File: src/rtl/imm_encoder.sv
// imm_encoder: two-stage valid/ready pipeline that packs a RISC-V style
// immediate into the instruction bit field [31:7] (data[i] = instruction bit i+7)
// and flags immediates that are not representable in the selected format.
// Optional feature: define IMM_ENC_ERRCNT_EN to add the saturating err_count
// output, which counts error results as they are handed to the consumer.
module imm_encoder #(
    parameter logic [2:0] I_type = 3'd0,
    parameter logic [2:0] S_type = 3'd1,
    parameter logic [2:0] B_type = 3'd2,
    parameter logic [2:0] J_type = 3'd3,
    parameter logic [2:0] U_type = 3'd4
) (
    input  logic        clk,
    input  logic        rst,
    input  logic        in_valid,
    output logic        in_ready,
    input  logic [2:0]  immSrc,
    input  logic [31:0] imm,
    output logic        out_valid,
    input  logic        out_ready,
    output logic [24:0] data,
    output logic        imm_err
`ifdef IMM_ENC_ERRCNT_EN
    ,
    output logic [15:0] err_count
`endif
);

    logic        s1_valid;
    logic [2:0]  s1_src;
    logic [31:0] s1_imm;
    logic        s2_valid;
    logic        s2_load;
    logic        in_fire;
    logic [24:0] pk_data;
    logic        pk_err;

    // true when every bit of the slice matches (sign-extension check)
    function automatic logic all_eq(input logic [20:0] v, input int unsigned n);
        logic ones;
        logic zeros;
        ones  = 1'b1;
        zeros = 1'b1;
        for (int unsigned i = 0; i < 21; i++) begin
            if (i < n) begin
                ones  = ones & v[i];
                zeros = zeros & ~v[i];
            end
        end
        return ones | zeros;
    endfunction

    // handshake: stage 2 loads when it is empty or draining this cycle
    always_comb begin
        s2_load  = s1_valid && (!s2_valid || out_ready);
        in_ready = !s1_valid || s2_load;
        in_fire  = in_valid && in_ready;
    end

    assign out_valid = s2_valid;

    // format packing and representability check on the stage-1 request
    always_comb begin
        pk_data = '0;
        pk_err  = 1'b0;
        case (s1_src)
            I_type: begin
                pk_data[24:13] = s1_imm[11:0];
                pk_err         = !all_eq(s1_imm[31:11], 21);
            end
            S_type: begin
                pk_data[24:18] = s1_imm[11:5];
                pk_data[4:0]   = s1_imm[4:0];
                pk_err         = !all_eq(s1_imm[31:11], 21);
            end
            B_type: begin
                pk_data[24]    = s1_imm[12];
                pk_data[23:18] = s1_imm[10:5];
                pk_data[4:1]   = s1_imm[4:1];
                pk_data[0]     = s1_imm[11];
                pk_err         = !all_eq({1'b0, s1_imm[31:12]}, 20) || s1_imm[0];
            end
            J_type: begin
                pk_data[24]    = s1_imm[20];
                pk_data[23:14] = s1_imm[10:1];
                pk_data[13]    = s1_imm[11];
                pk_data[12:5]  = s1_imm[19:12];
                pk_err         = !all_eq({9'd0, s1_imm[31:20]}, 12) || s1_imm[0];
            end
            U_type: begin
                pk_data[24:5]  = s1_imm[31:12];
                pk_err         = (s1_imm[11:0] != 12'd0);
            end
            default: begin
                pk_data = '0;
                pk_err  = 1'b1;
            end
        endcase
    end

    // stage 1: capture the raw request on an input transfer
    always_ff @(posedge clk) begin
        if (rst) begin
            s1_valid <= 1'b0;
            s1_src   <= '0;
            s1_imm   <= '0;
        end else begin
            if (in_fire) begin
                s1_src <= immSrc;
                s1_imm <= imm;
            end
            if (in_fire) begin
                s1_valid <= 1'b1;
            end else if (s2_load) begin
                s1_valid <= 1'b0;
            end
        end
    end

    // stage 2: registered result, held while the consumer stalls
    always_ff @(posedge clk) begin
        if (rst) begin
            s2_valid <= 1'b0;
            data     <= '0;
            imm_err  <= 1'b0;
        end else begin
            if (s2_load) begin
                s2_valid <= 1'b1;
                data     <= pk_data;
                imm_err  <= pk_err;
            end else if (out_ready) begin
                s2_valid <= 1'b0;
            end
        end
    end

`ifdef IMM_ENC_ERRCNT_EN
    // saturating count of error results handed to the consumer
    always_ff @(posedge clk) begin
        if (rst) begin
            err_count <= '0;
        end else if (s2_valid && out_ready && imm_err && (err_count != 16'hFFFF)) begin
            err_count <= err_count + 16'd1;
        end
    end
`endif

endmodule

File: config.mk
export PLATFORM = sky130hd
export DESIGN_NAME = imm_encoder
export DESIGN_NICKNAME = d
export VERILOG_FILES = /design/src/rtl/imm_encoder.sv
export SDC_FILE = /design/constraint.sdc
export NUM_CORES = 1
export LEC_CHECK = 0
export CORE_UTILIZATION = 40
export CTS_CLUSTER_DIAMETER = 50
export DETAILED_ROUTE_END_ITERATION = 8
export GPL_ROUTABILITY_DRIVEN = 0
export HOLD_SLACK_MARGIN = 0.1
export PLACE_DENSITY = 0.77
export SLEW_MARGIN = 0
export SYNTH_ARGS = -nofsm -noshare
export SYNTH_HDL_FRONTEND = slang
export SYNTH_SLANG_ARGS = --single-unit
File: constraint.sdc
create_clock -name clk -period 1.94 [get_ports clk]
set_clock_uncertainty 0.1 [all_clocks]
set_input_delay 0.388 -clock clk [delete_from_list [all_inputs] [get_ports clk]]
set_output_delay 0.388 -clock clk [all_outputs]
set_load 0.03 [all_outputs]
==> impl_metrics.env <==
export IMPL_rsz0062_at_grt="false"
export IMPL_setup_violations_final=0
export IMPL_period_needed_ns=1.89
export IMPL_drc=0
export IMPL_endpoint_kind="output port"
export IMPL_synthCells=306
export IMPL_cts_max_path_buffers=2
export IMPL_cp_slowest_stage_delay_ns=0.68
export IMPL_synth_fp_nets=345
export IMPL_netlist_area_um2=2630
export IMPL_slew_violations=0
export IMPL_synth_edff_count=0
export IMPL_die_area_um2=6900
export IMPL_yosysUniqueCellTypes=37
export IMPL_hold_path_class="reg -> reg"
export IMPL_first_iter_violations=169
export IMPL_yosysTopAreaCell="dfxtp_1"
export IMPL_grt_pass1_wl_um=11300
export IMPL_htree_levels=3
export IMPL_max_vdd_ir_drop_mv=0.520
export IMPL_cts_setup_buffers=0
export IMPL_cts_tree="yes"
export IMPL_wl_per_cell_um=14.8
export IMPL_ant_nets=0
export IMPL_drt_pre_antenna_iters=5
export IMPL_critPathRequiredTime_ns=1.45
export IMPL_grt_ovfl_total=0
export IMPL_start_util_pct=41.4
export IMPL_cp_start_kind="flip-flop"
export IMPL_setup_tns_ns=0
export IMPL_port_buffers=66
export IMPL_drv_cap=0
export IMPL_holdWs_ns=0.357
export IMPL_grt_usage_pct=20.7
export IMPL_core_rowCount=29
export IMPL_slowest_stage="clkdlybuf4s50_1"
export IMPL_crit_chain="clkdlybuf4s50_1"
export IMPL_cts_sinks=63
export IMPL_ctsResizeCount=1
export IMPL_fillers=569
export IMPL_crit_buf_inv=1
export IMPL_dieHeight_um=83.1
export IMPL_grt_max_degree=39
export IMPL_synth_ff_type="dfxtp_1"
export IMPL_postCtsHoldBufs=0
export IMPL_n_antenna_cell=0
export IMPL_hold_violations=0
export IMPL_cp_arrival_ns=1.40
export IMPL_worst_slew_pin_slew_ns=0.441
export IMPL_die_w_um=83.1
export IMPL_totalWireLength_um=6680
export IMPL_ys_warn_count=0
export IMPL_status="completed"
export IMPL_async_flop_share_pct=0
export IMPL_path_delay_family="buffers and inverters"
export IMPL_viasPerCell=5.48
export IMPL_layout_nets=409
export IMPL_dp_hpwl_um=4670
export IMPL_clock_fmax_mhz=529
export IMPL_multi_input_area_um2=1190
export IMPL_root_buffer="clkbuf_8"
export IMPL_io_pin_count=67
export IMPL_slew_headroom_pct=70.5
export IMPL_critical_path_class="reg -> out"
export IMPL_syn_avg_cell_area_um2=8.59
export IMPL_regArea_um2=1260
export IMPL_vias=2475
export IMPL_core_area_um2=6350
export IMPL_yosys_register_bits=63
export IMPL_grt_pass1_vias=2386
export IMPL_clock_latency_ns=0.34
export IMPL_yosys_area_top_type_share_pct=48.0
export IMPL_area_growth_pct=35.0
export IMPL_crit_fanout=2
export IMPL_yosysSeqAreaShare_pct=48.0
export IMPL_power_leakage_uw=0.00132
export IMPL_synth_top_cells_by_area="dfxtp_1, nand2_1, a21oi_1"
export IMPL_power_density_nw_per_um2=883
export IMPL_period_share_pct=97.4
export IMPL_drive_gt1_share_pct=9.87
export IMPL_path_clk_slew_ns=0.07
export IMPL_cts_buffers=9
export IMPL_antenna_found_initial=0
## cell usage after synthesis, drive strengths merged, types with 2 or more instances
cell type / instances
nor3b: 2
a22oi: 12
nor3: 11
xor2: 2
nor4: 8
a21oi: 43
clkbuf: 8
nand2: 73
nand4: 6
buf: 14
inv: 4
nand3b: 3
a31oi: 2
nor2: 30
a221oi: 11
o21ai: 3
dfxtp: 63
## cell families (layout without fill, tap and decap cells)
family	Yosys count	in the layout	synth area share (%)
buffers and inverters	26	95	6.52
muxes	2	2	0.810
xor gates and xnor gates	2	2	0.667
and+or+nand+nor	137	137	24.9
DFF	63	63	48.0
AOI/OAI and AO/OA	76	76	19.1
## final timing paths
check | from | endpoint | slack, ns | cells after the start
min reg2reg | data[0] | data[0] | 0.36 | 2
max | data[4] | data[4] | 0.05 | 1
max reg2reg | s1_src[2] | data[16] | 0.29 | 4
min | data[0] | data[0] | 0.36 | 2
## routing by layer
layer / track usage (%) / vias to the layer above / wire (um)
li1: - / 1199 / -
met1: 24.9 / 1189 / 2980
met2: 33.7 / 67 / 3230
met3: 4.37 / 20 / 274
met4: 12.7 / 0 / 201
met5: 0 / - / 0
## state kept, by name, indices dropped and copies added (netlist names)
register / cells
data: 25
imm_err: 1
out_valid: 1
s1_imm: 32
s1_src: 3
s1_valid: 1
## final cells by class
class / count / area share [%]
clock buffer: 13 / 4.48
clock inverter: 3 / 1.83
inverter: 4 / 0.423
multi-input combinational: 217 / 33.7
sequential: 63 / 35.5
tap: 77 / 2.72
timing repair buffer: 75 / 21.3
## layout by cell type, fill, tap and decap left out, types with 2 or more instances in the layout
| cell type | instances |
|---|---|
| xor2_1 | 2 |
| clkbuf_1 | 2 |
| o21ai_0 | 2 |
| buf_4 | 7 |
| dfxtp_1 | 63 |
| buf_12 | 3 |
| a22oi_1 | 12 |
| nor2_1 | 29 |
| bufinv_16 | 2 |
| a31oi_1 | 2 |
| nand4_1 | 6 |
| nor4_1 | 8 |
| inv_1 | 4 |
| nor3_1 | 11 |
| clkdlybuf4s50_1 | 63 |
| nand2_1 | 72 |
| nand3b_1 | 2 |
| clkbuf_8 | 11 |
| a21oi_1 | 42 |
| a221oi_1 | 11 |
## power breakdown
group          leakage (uW)  internal, uW  switching [uW]
logic              0.000690           203             209
clock network      0.000114           793             494
registers          0.000517          1360            75.5
total               0.00132          2350             778
## per-stage QoR
step	worst slack, ns	cell area (um^2)	util [%]	total power [uW]	std cells
CTS	0.0426	3550	55.9	3150	452
finish	0.0498	3550	55.9	3130	452
global route	0.00475	3550	55.9	3240	452
detailed placement	0.0442	3330	52.4	1870	436
global placement	0.0825	3330	52.4	1860	436
floorplan	0.449	2630	-	1690	306
Power figures use the tool's default switching activity.
